--- src/rtl/uart_rx_core_pkg.sv ---
// Shared definitions for the UART receive path: FSM state encoding and baud divider math.
// Latency: n/a (types and constant functions only).
// Backpressure: n/a.
package uart_rx_core_pkg;

   // Receiver framing states.
   typedef enum logic [1:0] {
      IDLE  = 2'd0,
      START = 2'd1,
      DATA  = 2'd2,
      STOP  = 2'd3
   } rx_state_t;

   // Clocks per oversample tick. Integer divide, identical to the TX-side tick generator.
   function automatic int unsigned calc_div(input int unsigned freq,
                                            input int unsigned baud,
                                            input int unsigned oversample);
      return freq / (baud * oversample);
   endfunction

endpackage

--- src/rtl/fifo.sv ---
// Generic synchronous FIFO with first-word fall-through read port.
// Latency: a written word is visible on read_data the clock after the write.
// Backpressure: writes while full are dropped; reads while empty are ignored.
module fifo #(
   parameter int data_size   = 8,
   parameter int buffer_size = 64
) (
   input  logic                               clk,
   input  logic                               reset,
   input  logic                               write_en,
   input  logic [data_size-1:0]               write_data,
   input  logic                               read_en,
   output logic [data_size-1:0]               read_data,
   output logic                               empty,
   output logic                               full,
   output logic [$clog2(buffer_size+1)-1:0]   count
);

   localparam int AW = (buffer_size > 1) ? $clog2(buffer_size) : 1;
   localparam int CW = $clog2(buffer_size + 1);
   localparam logic [CW-1:0] FULL_CNT = CW'(buffer_size);

   logic [data_size-1:0] mem [buffer_size];
   logic [AW-1:0]        wr_ptr;
   logic [AW-1:0]        rd_ptr;
   logic                 do_wr;
   logic                 do_rd;

   assign empty = (count == '0);
   assign full  = (count == FULL_CNT);
   assign do_wr = write_en && !full;
   assign do_rd = read_en && !empty;

   // Storage array; contents are only observable through valid pointers, so no reset.
   always_ff @(posedge clk) begin
      if (do_wr) begin
         mem[wr_ptr] <= write_data;
      end
   end

   // Pointers wrap naturally at the power-of-two depth; count tracks occupancy.
   always_ff @(posedge clk or posedge reset) begin
      if (reset) begin
         wr_ptr <= '0;
         rd_ptr <= '0;
         count  <= '0;
      end else begin
         if (do_wr) begin
            wr_ptr <= wr_ptr + AW'(1);
         end
         if (do_rd) begin
            rd_ptr <= rd_ptr + AW'(1);
         end
         case ({do_wr, do_rd})
            2'b10:   count <= count + CW'(1);
            2'b01:   count <= count - CW'(1);
            default: count <= count;
         endcase
      end
   end

   // Head word presented combinationally; forced to zero when nothing is held.
   assign read_data = empty ? '0 : mem[rd_ptr];

endmodule

--- src/rtl/rx_oversample_tick_generator.sv ---
// Oversample tick source: one-clock tick every DIV clocks, phase restarted by clear.
// Latency: first tick DIV clocks after clear drops.
// Backpressure: none; free-running while clear is low.
module rx_oversample_tick_generator #(
   parameter int unsigned DIV = 10
) (
   input  logic clk,
   input  logic reset,
   input  logic clear,
   output logic tick
);

   localparam int unsigned CW = (DIV > 1) ? $clog2(DIV) : 1;
   localparam logic [CW-1:0] LAST = CW'(DIV - 1);

   logic [CW-1:0] div_cnt;

   // Divider counter; clear holds it at zero so the first tick lands DIV clocks after release.
   always_ff @(posedge clk or posedge reset) begin
      if (reset) begin
         div_cnt <= '0;
      end else if (clear || (div_cnt == LAST)) begin
         div_cnt <= '0;
      end else begin
         div_cnt <= div_cnt + CW'(1);
      end
   end

   assign tick = !clear && (div_cnt == LAST);

endmodule

--- src/rtl/uart_rx_core.sv ---
// UART receiver: synchronizes rx, deframes start/data/stop (LSB first), buffers bytes in a FIFO.
// Latency: byte appears on data_out/data_valid 1 clk after the last stop-bit mid-sample.
// Backpressure: none on the line; a good byte arriving with the FIFO full is dropped and flagged.
module uart_rx_core
   import uart_rx_core_pkg::*;
#(
   parameter int          NO_OF_DATABITS = 8,
   parameter int          NO_OF_STOPBITS = 1,
   parameter logic [31:0] BAUDRATE       = 32'd9600,
   parameter logic [31:0] FREQUENCY      = 32'd100000000,
   parameter int          OVERSAMPLE     = 16,
   parameter int          FIFO_DEPTH     = 64
) (
   input  logic                              clk,
   input  logic                              reset,
   input  logic                              rx,
   input  logic                              read_data,
   input  logic                              clear_errors,
   output logic [NO_OF_DATABITS-1:0]         data_out,
   output logic                              data_valid,
   output logic [$clog2(FIFO_DEPTH+1)-1:0]   fifo_count,
   output logic                              busy,
   output logic                              framing_error,
   output logic                              overflow
);

   localparam int unsigned DIV = calc_div(FREQUENCY, BAUDRATE, OVERSAMPLE);
   localparam int TW = $clog2(OVERSAMPLE);
   localparam int BW = (NO_OF_DATABITS > 2) ? $clog2(NO_OF_DATABITS) : 1;
   localparam logic [TW-1:0] TICK_MID  = TW'(OVERSAMPLE / 2 - 1);
   localparam logic [TW-1:0] TICK_LAST = TW'(OVERSAMPLE - 1);
   localparam logic [BW-1:0] DATA_LAST = BW'(NO_OF_DATABITS - 1);
   localparam logic [BW-1:0] STOP_LAST = BW'(NO_OF_STOPBITS - 1);

   logic [1:0]                rx_sync;
   logic                      rx_s;
   logic                      tick;
   rx_state_t                 state;
   rx_state_t                 state_n;
   logic [TW-1:0]             tick_cnt;
   logic [TW-1:0]             tick_cnt_n;
   logic [BW-1:0]             bit_cnt;
   logic [BW-1:0]             bit_cnt_n;
   logic [NO_OF_DATABITS-1:0] shift_reg;
   logic [NO_OF_DATABITS-1:0] shift_n;
   logic                      push;
   logic                      frame_err_evt;
   logic                      fifo_empty;
   logic                      fifo_full;
   logic                      ovf_evt;

   // Two-flop synchronizer; idles at 1 so reset never looks like a start edge.
   always_ff @(posedge clk or posedge reset) begin
      if (reset) begin
         rx_sync <= 2'b11;
      end else begin
         rx_sync <= {rx_sync[0], rx};
      end
   end

   assign rx_s = rx_sync[1];

   // Tick phase restarts on every start edge because the divider is held in IDLE.
   rx_oversample_tick_generator #(
      .DIV (DIV)
   ) u_tick (
      .clk   (clk),
      .reset (reset),
      .clear (state == IDLE),
      .tick  (tick)
   );

   // Framing state and counters.
   always_ff @(posedge clk or posedge reset) begin
      if (reset) begin
         state     <= IDLE;
         tick_cnt  <= '0;
         bit_cnt   <= '0;
         shift_reg <= '0;
      end else begin
         state     <= state_n;
         tick_cnt  <= tick_cnt_n;
         bit_cnt   <= bit_cnt_n;
         shift_reg <= shift_n;
      end
   end

   // Next-state logic: mid-bit sampling on tick counts, push or error on the stop bit.
   always_comb begin
      state_n       = state;
      tick_cnt_n    = tick_cnt;
      bit_cnt_n     = bit_cnt;
      shift_n       = shift_reg;
      push          = 1'b0;
      frame_err_evt = 1'b0;
      case (state)
         IDLE: begin
            tick_cnt_n = '0;
            bit_cnt_n  = '0;
            if (!rx_s) begin
               state_n = START;
            end
         end
         START: begin
            if (tick) begin
               if (tick_cnt == TICK_MID) begin
                  tick_cnt_n = '0;
                  bit_cnt_n  = '0;
                  // A line back high at mid start bit was a glitch, not a frame.
                  state_n    = rx_s ? IDLE : DATA;
               end else begin
                  tick_cnt_n = tick_cnt + TW'(1);
               end
            end
         end
         DATA: begin
            if (tick) begin
               if (tick_cnt == TICK_LAST) begin
                  tick_cnt_n = '0;
                  shift_n    = NO_OF_DATABITS'({rx_s, shift_reg} >> 1);
                  if (bit_cnt == DATA_LAST) begin
                     bit_cnt_n = '0;
                     state_n   = STOP;
                  end else begin
                     bit_cnt_n = bit_cnt + BW'(1);
                  end
               end else begin
                  tick_cnt_n = tick_cnt + TW'(1);
               end
            end
         end
         STOP: begin
            if (tick) begin
               if (tick_cnt == TICK_LAST) begin
                  tick_cnt_n = '0;
                  if (!rx_s) begin
                     frame_err_evt = 1'b1;
                     state_n       = IDLE;
                  end else if (bit_cnt == STOP_LAST) begin
                     // Leave at mid stop bit so an immediately following start edge is caught.
                     push    = 1'b1;
                     state_n = IDLE;
                  end else begin
                     bit_cnt_n = bit_cnt + BW'(1);
                  end
               end else begin
                  tick_cnt_n = tick_cnt + TW'(1);
               end
            end
         end
         default: begin
            state_n = IDLE;
         end
      endcase
   end

   fifo #(
      .data_size   (NO_OF_DATABITS),
      .buffer_size (FIFO_DEPTH)
   ) u_fifo (
      .clk        (clk),
      .reset      (reset),
      .write_en   (push),
      .write_data (shift_reg),
      .read_en    (read_data),
      .read_data  (data_out),
      .empty      (fifo_empty),
      .full       (fifo_full),
      .count      (fifo_count)
   );

   assign ovf_evt    = push && fifo_full;
   assign data_valid = !fifo_empty;
   assign busy       = (state != IDLE);

   // Sticky error flags; a new event in the clear cycle keeps the flag set.
   always_ff @(posedge clk or posedge reset) begin
      if (reset) begin
         framing_error <= 1'b0;
         overflow      <= 1'b0;
      end else begin
         framing_error <= frame_err_evt | (framing_error & ~clear_errors);
         overflow      <= ovf_evt | (overflow & ~clear_errors);
      end
   end

endmodule

--- config.mk ---
export PLATFORM = sky130hd
export DESIGN_NAME = uart_rx_core
export DESIGN_NICKNAME = d
export VERILOG_FILES = /design/src/rtl/uart_rx_core_pkg.sv /design/src/rtl/fifo.sv /design/src/rtl/rx_oversample_tick_generator.sv /design/src/rtl/uart_rx_core.sv
export SDC_FILE = /design/constraint.sdc
export NUM_CORES = 1
export LEC_CHECK = 0
export ABC_CLOCK_PERIOD_IN_PS = 12600
export CORE_AREA = 2 2 254 256
export DETAILED_ROUTE_END_ITERATION = 16
export DIE_AREA = 0 0 256 258
export PLACE_DENSITY = 0.49
export RECOVER_POWER = 50
export SLEW_MARGIN = 40
export SYNTH_ARGS = -nofsm -noshare
export SYNTH_HDL_FRONTEND = slang
export SYNTH_HIERARCHICAL = 1
export SYNTH_SLANG_ARGS = --single-unit
--- constraint.sdc ---
create_clock -name clk -period 12.6 [get_ports clk]
set_clock_uncertainty 0.05 [all_clocks]
set_input_delay 1.89 -clock clk [delete_from_list [all_inputs] [get_ports clk]]
set_output_delay 1.89 -clock clk [all_outputs]
set_load 0.1 [all_outputs]
==> results of run 1 <==
critical path, stage by stage, from the launching register on:
cell	delay (ns)
dfrtp_4	0.87
buf_4	0.67
buf_4	0.66
mux4_2	0.33
mux2_2	0.17
o22ai_1	0.15
o41ai_1	0.71
buf_2	0.55
through the flow:
step / hold WS, ns / total power, uW / worst slack [ns]
floorplan: 0.295 / 2880 / 5.86
global placement: 0.297 / 3120 / 5.64
detailed placement: 0.300 / 3100 / 6.38
CTS: 0.302 / 4810 / 5.72
global route: 0.302 / 4930 / 5.64
finish: 0.301 / 4750 / 5.82
cell usage in the layout (no fill, tap or decap), types with 4 or more instances in the layout:
cell type,Yosys,final
mux4_2,133,133
buf_2,24,19
o22ai_1,14,14
a211oi_1,6,6
nor2_1,89,33
clkinv_2,0,11
clkbuf_1,12,20
nand3b_1,5,5
bufinv_16,0,7
buf_4,16,10
xnor2_1,13,13
clkbuf_16,0,58
nor3_1,4,4
xor2_1,8,8
nand2_1,35,35
mux2_2,8,8
edfxtp_1,512,512
nor2b_1,10,10
clkinv_1,1,8
mux2_1,8,8
a31oi_1,4,4
mux2i_1,24,24
a21oi_1,21,21
nand3_1,17,16
a32o_1,5,5
nor2_2,0,56
a22oi_1,6,6
o21ai_0,16,16
inv_1,17,17
dfrtp_1,48,42
ha_1,11,11
or3_1,12,12
worst paths after layout:
| kind | endpoint | slack [ns] | depth (start not counted) |
|---|---|---|---|
| worst min register to register | rx_sync[1] | 0.30 | 0 |
| worst min-delay path | rx_sync[1] | 0.30 | 0 |
| worst max-delay path | data_out[1] | 5.82 | 7 |
| min in group asynchronous | u_tick/div_cnt[6] | 1.70 | 2 |
| worst max register to register | u_fifo/count[4] | 7.59 | 18 |
| max in group asynchronous | u_fifo/rd_ptr[0] | 9.90 | 2 |
kinds of logic after synthesis:
group | Yosys count | share of synthesized area (%)
mux | 176 | 15.5
buf+inv | 81 | 1.91
flops | 562 | 73.6
simple gates | 204 | 4.44
fa+ha+maj | 11 | 0.609
xor+xnor | 21 | 0.814
compound gates | 104 | 3.13
layout make-up:
class	count	share of cell area, %
clock buffer	73	5.89
multi-input combinational	516	22.2
sequential	562	65.0
tap	855	4.18
clock inverter	31	1.41
inverter	19	0.279
timing repair buffer	40	1.05
power breakdown:
part	internal, uW	leakage, uW	switching [uW]
combinational	300	0.00165	612
clock	990	0.000915	709
sequential	2030	0.00417	111
total	3320	0.00673	1430
routing by layer:
| metal | routed length [um] | up-vias | share of wire [%] | track usage, % |
|---|---|---|---|---|
| li1 | - | 4786 | - | - |
| met1 | 24200 | 5967 | 45 | 23.2 |
| met2 | 26300 | 270 | 49 | 26.7 |
| met3 | 2660 | 59 | 4.9 | 2.59 |
| met4 | 999 | 0 | 1.8 | 4.61 |
| met5 | 0 | - | 0 | 0 |
==> qor.csv, run 1 <==
stage,metric,value,unit
floorplanning,Die Y,258,um
setup_path,Worst Path Max Fanout,43,
cts,clock tree buffer depth,3,
global_route,gr usage total,16.5,%
cells_and_area,Layout Nets,1212,
cells_and_area,Post-Route Utilization,40.2,%
synthesis,Syn Area/Cell,19.5,um^2
floorplanning,die area,66000,um^2
cells_and_area,total area of sequential cells,16600,um^2
synthesis,Synth cell types,72,
global_route,initial antenna violation count,0,
floorplanning,starting density of the core,35.5,%
synthesis,"top cells by area, synth","edfxtp_1, mux4_2, dfrtp_1, nor2_1, mux2i_1",
synthesis,Syn. warnings,6,
min_path,Hold WC Path Type,flop to flop,
sta,Worst-Margin Slew,3.04,ns
placement,detailed placement HPWL,32000,um
cts,clock tree from TritonCTS,done,
drt,Wirelength per Cell,25.8,um
floorplanning,Core Area,63600,um^2
setup_path,Critical Path RT,10.66,ns
sta,crit path time final,6.78,ns
cts,Root Buffer,clkbuf_16,
sta,final hold violation count,0,
drt,Residual DRC,0,
synthesis,Post-synth EDFFs,512,
setup_path,crit path kind,flop to output port,
synthesis,top_reg_cell synth,edfxtp_1,
sta,RSZ-0062 raised after global routing,no,
drt,Vias,11100,
cts,cts hold-fix bufs,0,
cells_and_area,layout cell share with drive strength beyond 1,27.0,%
drt,Iter 0 DRT Violations,875,
global_route,total grt overflow,0,
cts,post-CTS setup buffer count,0,
run,Max Cap Violations,8,
synthesis,most instantiated cells after synthesis,"edfxtp_1, mux4_2, nor2_1, dfrtp_1, nand2_1",
placement,Final Wtd Congestion,0.739,
sta,Final Cycle Share,53.8,%
synthesis,most frequent cell after synthesis,edfxtp_1,
sta,Final TNS setup,0,ns
pwr,P_leak,0.00673,uW
floorplanning,num rows,93,
cells_and_area,synth-to-layout area growth,13.3,%
drt,DRT antenna net count,0,
min_path,min-delay src,rx_sync[0],
run_status,status,"complete, but fails checks",
cts,clk_lat worst skew,0.61,ns
synthesis,Synth Instances,1159,
cells_and_area,Multi-input gate area,5670,um^2
synthesis,asr flop ratio synth,8.90,%
cts,Num CTS Buffers,57,
pwr,Worst VDD drop,0.000128,V
sta,Max-Slew Margin vs Limit,-103,%
setup_path,reg2reg start,u_tick/div_cnt[0],
drt,DR pass1 iterations,5,
setup_path,critical path launch point type,flop,
cts,H-Tree Depth,2,
sta,achievable frequency,0.147,GHz
cells_and_area,Non-Filler Instances,2096,
sta,Max Slew Vio Count,482,
cts,"Clk pin slew, worst setup/hold paths",0.06,ns
pwr,PwrDens,186,nW/um^2
global_route,first-pass GRT wire length,79300,um
placement,Port Buf Inserts,23,
cts,clk sinks,562,
global_route,largest net degree at the start of global routing,87,
synthesis,Synth Register Bits,562,
drt,DR vias/cell,5.29,
placement,DP Cell Count,1991,
cts,quantity of gates resized following cts,0,
cells_and_area,Largest register FFs,512,
synthesis,post-synthesis sequential area ratio,73.6,%
global_route,via count of the first global-routing pass,11200,
sta,# setup viols final,0,
setup_path,worst path arrival time,4.84,ns
placement,Post-DP Area,23700,um^2
floorplanning,Die Wd,256,um
synthesis,Syn Nets,1175,
setup_path,Critical Path Start,u_fifo/rd_ptr[1],
setup_path,CP Capture Type,output port,
synthesis,post-synth top area share,68.1,%
cells_and_area,Ant. Diodes,0,
run_status,failing checks,"capacitance limit, slew limit",
synthesis,synthesized cell area,22600,um^2
synthesis,dominant cell type by area after synthesis,edfxtp_1,
cells_and_area,FILL cells,5727,
drt,Post-Route WL,54200,um
cells_and_area,Finished Cell Area,25600,um^2
floorplanning,I/O pin cnt,24,
Note: power is estimated with default switching activity, not from simulation.
==> inputs of run 2 (changes only) <==
--- a/config.mk
+++ b/config.mk
@@ -5,7 +5,7 @@
 export SDC_FILE = /design/constraint.sdc
 export NUM_CORES = 1
 export LEC_CHECK = 0
-export ABC_CLOCK_PERIOD_IN_PS = 12600
+export ABC_CLOCK_PERIOD_IN_PS = 6850
 export CORE_AREA = 2 2 254 256
 export DETAILED_ROUTE_END_ITERATION = 16
 export DIE_AREA = 0 0 256 258
==> constraint.sdc (replaced) <==
create_clock -name clk -period 6.85 [get_ports clk]
set_clock_uncertainty 0.05 [all_clocks]
set_input_delay 1.0275 -clock clk [delete_from_list [all_inputs] [get_ports clk]]
set_output_delay 1.0275 -clock clk [all_outputs]
set_load 0.1 [all_outputs]
==> run 2 against run 1 <==
Compared with the run above: highest routed layer unchanged; die area stayed put; global-route usage rose by 0.32 points; cell area up 0.76%; core utilization is 0.30 points higher; the flow still finishes with violations (capacitance limit, slew limit); power grew 88%; wire length grew 1.3%; non-clock buffer count up 6.
==> qor.csv, run 2 (synthesized netlist as in run 1, its figures left out) <==
stage,metric,value,unit,change
run_status,status,"complete, but fails checks",,
run_status,failing checks,"capacitance limit, slew limit",,
drt,Iter 0 DRT Violations,747,,-15%
setup_path,worst path arrival time,5.47,ns,+0.63 ns
sta,Worst-Margin Slew,3.09,ns,+0.0454 ns
sta,Final TNS setup,0,ns,unchanged
cts,clk sinks,562,,unchanged
global_route,gr usage total,16.8,%,+0.32 points
setup_path,CP Capture Type,flop,,
cts,clk_lat worst skew,0.62,ns,about the same
drt,DR pass1 iterations,5,,unchanged
cells_and_area,Ant. Diodes,0,,unchanged
cts,cts hold-fix bufs,0,,unchanged
cts,"Clk pin slew, worst setup/hold paths",0.06,ns,about the same
setup_path,R2R cell count,18,,unchanged
cells_and_area,Multi-input gate area,5690,um^2,+0.40%
floorplanning,die area,66000,um^2,unchanged
drt,Post-Route WL,54900,um,+1.3%
sta,Max Slew Vio Count,439,,-8.9%
floorplanning,Die Wd,256,um,unchanged
setup_path,Worst Path Max Fanout,16,,-63%
drt,DR vias/cell,5.34,,+1.0%
floorplanning,Die Y,258,um,unchanged
pwr,Sequential Power Share,43.6,%,-1.4 points
setup_path,critical path launch point type,flop,,
placement,DP Cell Count,1998,,+0.35%
pwr,PwrDens,346,nW/um^2,+87%
setup_path,reg2reg start,u_tick/div_cnt[0],,
pwr,switching power,2670,uW,+86%
sta,RSZ-0062 raised after global routing,no,,
setup_path,Critical Path Start,u_tick/div_cnt[0],,
floorplanning,starting density of the core,35.5,%,unchanged
cells_and_area,total area of sequential cells,16600,um^2,about the same
drt,Vias,11200,,+1.4%
pwr,Logic pwr share,20.1,%,+0.9 points
sta,# setup viols final,0,,unchanged
cells_and_area,synth-to-layout area growth,14.2,%,
pwr,switch share,29.8,%,-0.30 points
setup_path,R2R Setup Slk,1.88,ns,-5.71 ns
sta,Final Cycle Share,72.5,%,
pwr,Worst VDD drop,0.000215,V,+69%
global_route,initial antenna violation count,1,,+1
cells_and_area,"commonest non-fill, non-tap cells in the layout","edfxtp_1, mux4_2, nor2_2, clkbuf_16, dfrtp_1",,
cells_and_area,Layout Nets,1219,,+0.58%
sta,achievable frequency,0.201,GHz,
cells_and_area,FILL cells,5700,,-0.47%
placement,Final Wtd Congestion,0.768,,+3.9%
global_route,largest net degree at the start of global routing,67,,-23%
global_route,first-pass GRT wire length,81000,um,+2.1%
cells_and_area,"most common cell after layout, fill and taps aside",edfxtp_1,,
cts,clock tree from TritonCTS,done,,
cells_and_area,Post-Route Utilization,40.5,%,+0.30 points
drt,Wirelength per Cell,26.1,um,+0.83%
cells_and_area,Largest register FFs,512,,unchanged
placement,detailed placement HPWL,33700,um,+5.4%
cts,H-Tree Depth,2,,unchanged
sta,Hold WS,0.306,ns,+0.00539 ns
pwr,P_leak,0.00682,uW,+1.3%
cts,Root Buffer,clkbuf_16,,
setup_path,Critical Path RT,7.35,ns,-3.31 ns
setup_path,crit path kind,flop to flop,,
global_route,total grt overflow,0,,unchanged
cts,clock tree buffer depth,3,,unchanged
floorplanning,I/O pin cnt,24,,unchanged
cts,Num CTS Buffers,58,,+1.8%
placement,Port Buf Inserts,23,,unchanged
drt,DRT antenna net count,0,,unchanged
global_route,via count of the first global-routing pass,11500,,+3.0%
drt,Residual DRC,0,,unchanged
setup_path,reg2reg end,u_fifo/count[4],,
cells_and_area,Non-Filler Instances,2105,,+0.43%
floorplanning,Core Area,63600,um^2,unchanged
floorplanning,num rows,93,,unchanged
run,Max Cap Violations,7,,-1
sta,crit path time final,4.97,ns,
pwr,Clock Power Share,36.3,%,+0.5 points
sta,Max-Slew Margin vs Limit,-106,%,-3.0 points
setup_path,crit path to,u_fifo/count[4],,
sta,final hold violation count,0,,unchanged
cts,quantity of gates resized following cts,0,,unchanged
pwr,internal power,6270,uW,+89%
cells_and_area,layout cell share with drive strength beyond 1,27.8,%,+0.77 points
cts,post-CTS setup buffer count,0,,unchanged
min_path,Hold WC Path Type,flop to flop,,
run 2: power groups by stage:
stage / clock [uW] / combinational (uW) / sequential, uW
floorplan: 0 / 1310 / 3990
global placement: 0 / 1710 / 4080
detailed placement: 0 / 1820 / 3980
CTS: 3330 / 1820 / 3900
global route: 3470 / 1890 / 3920
finish: 3240 / 1790 / 3900
run 2: worst min path at each step:
stage,start,to,slack [ns],cells after the start
global placement,rx_sync[0],rx_sync[1],0.30,0
finish,rx_sync[0],rx_sync[1],0.31,0
global route,rx_sync[0],rx_sync[1],0.31,0
CTS,rx_sync[0],rx_sync[1],0.31,0
detailed placement,rx_sync[0],rx_sync[1],0.30,0
floorplan,rx_sync[0],rx_sync[1],0.30,0
run 2: critical path: stages (launching register included):
cell,delay (ns)
dfrtp_1,0.42
inv_1,0.07
ha_1,0.12
nor4bb_1,0.33
and4b_1,0.45
nand3_2,0.16
or2_1,0.36
nor3_2,0.27
inv_1,0.08
a31oi_1,0.55
inv_1,0.15
ha_1,0.42
xor2_1,0.21
ha_1,0.23
or3_1,0.32
a21oi_1,0.26
o21ai_0,0.13
a21oi_1,0.19
xnor2_1,0.13
run 2: final cells by class:
type,instances,area share [%]
Timing Repair Buffer,46,1.42
Clock inverter,36,1.72
Tap cell,855,4.15
Inverter,19,0.277
Clock buffer,71,5.82
Sequential cell,562,64.5
Multi-Input combinational cell,516,22.1
run 2: routing by layer:
layer | up-vias | track usage, % | part of all wire (%)
li1 | 4817 | - | -
met1 | 6080 | 23.0 | 44
met2 | 266 | 27.7 | 49
met3 | 79 | 2.88 | 4.7
met4 | 0 | 5.02 | 2.2
met5 | - | 0 | 0
run 2: metrics by stage:
step / setup slack (ns) / power [uW] / instance area (um^2)
after CTS: 1.80 / 9060 / 25800
final: 1.88 / 8930 / 25800
after detailed placement: 1.87 / 5800 / 23900
after global placement: 1.61 / 5800 / 23700
after global routing: 1.41 / 9270 / 25800
after floorplan: 0.973 / 5300 / 22600
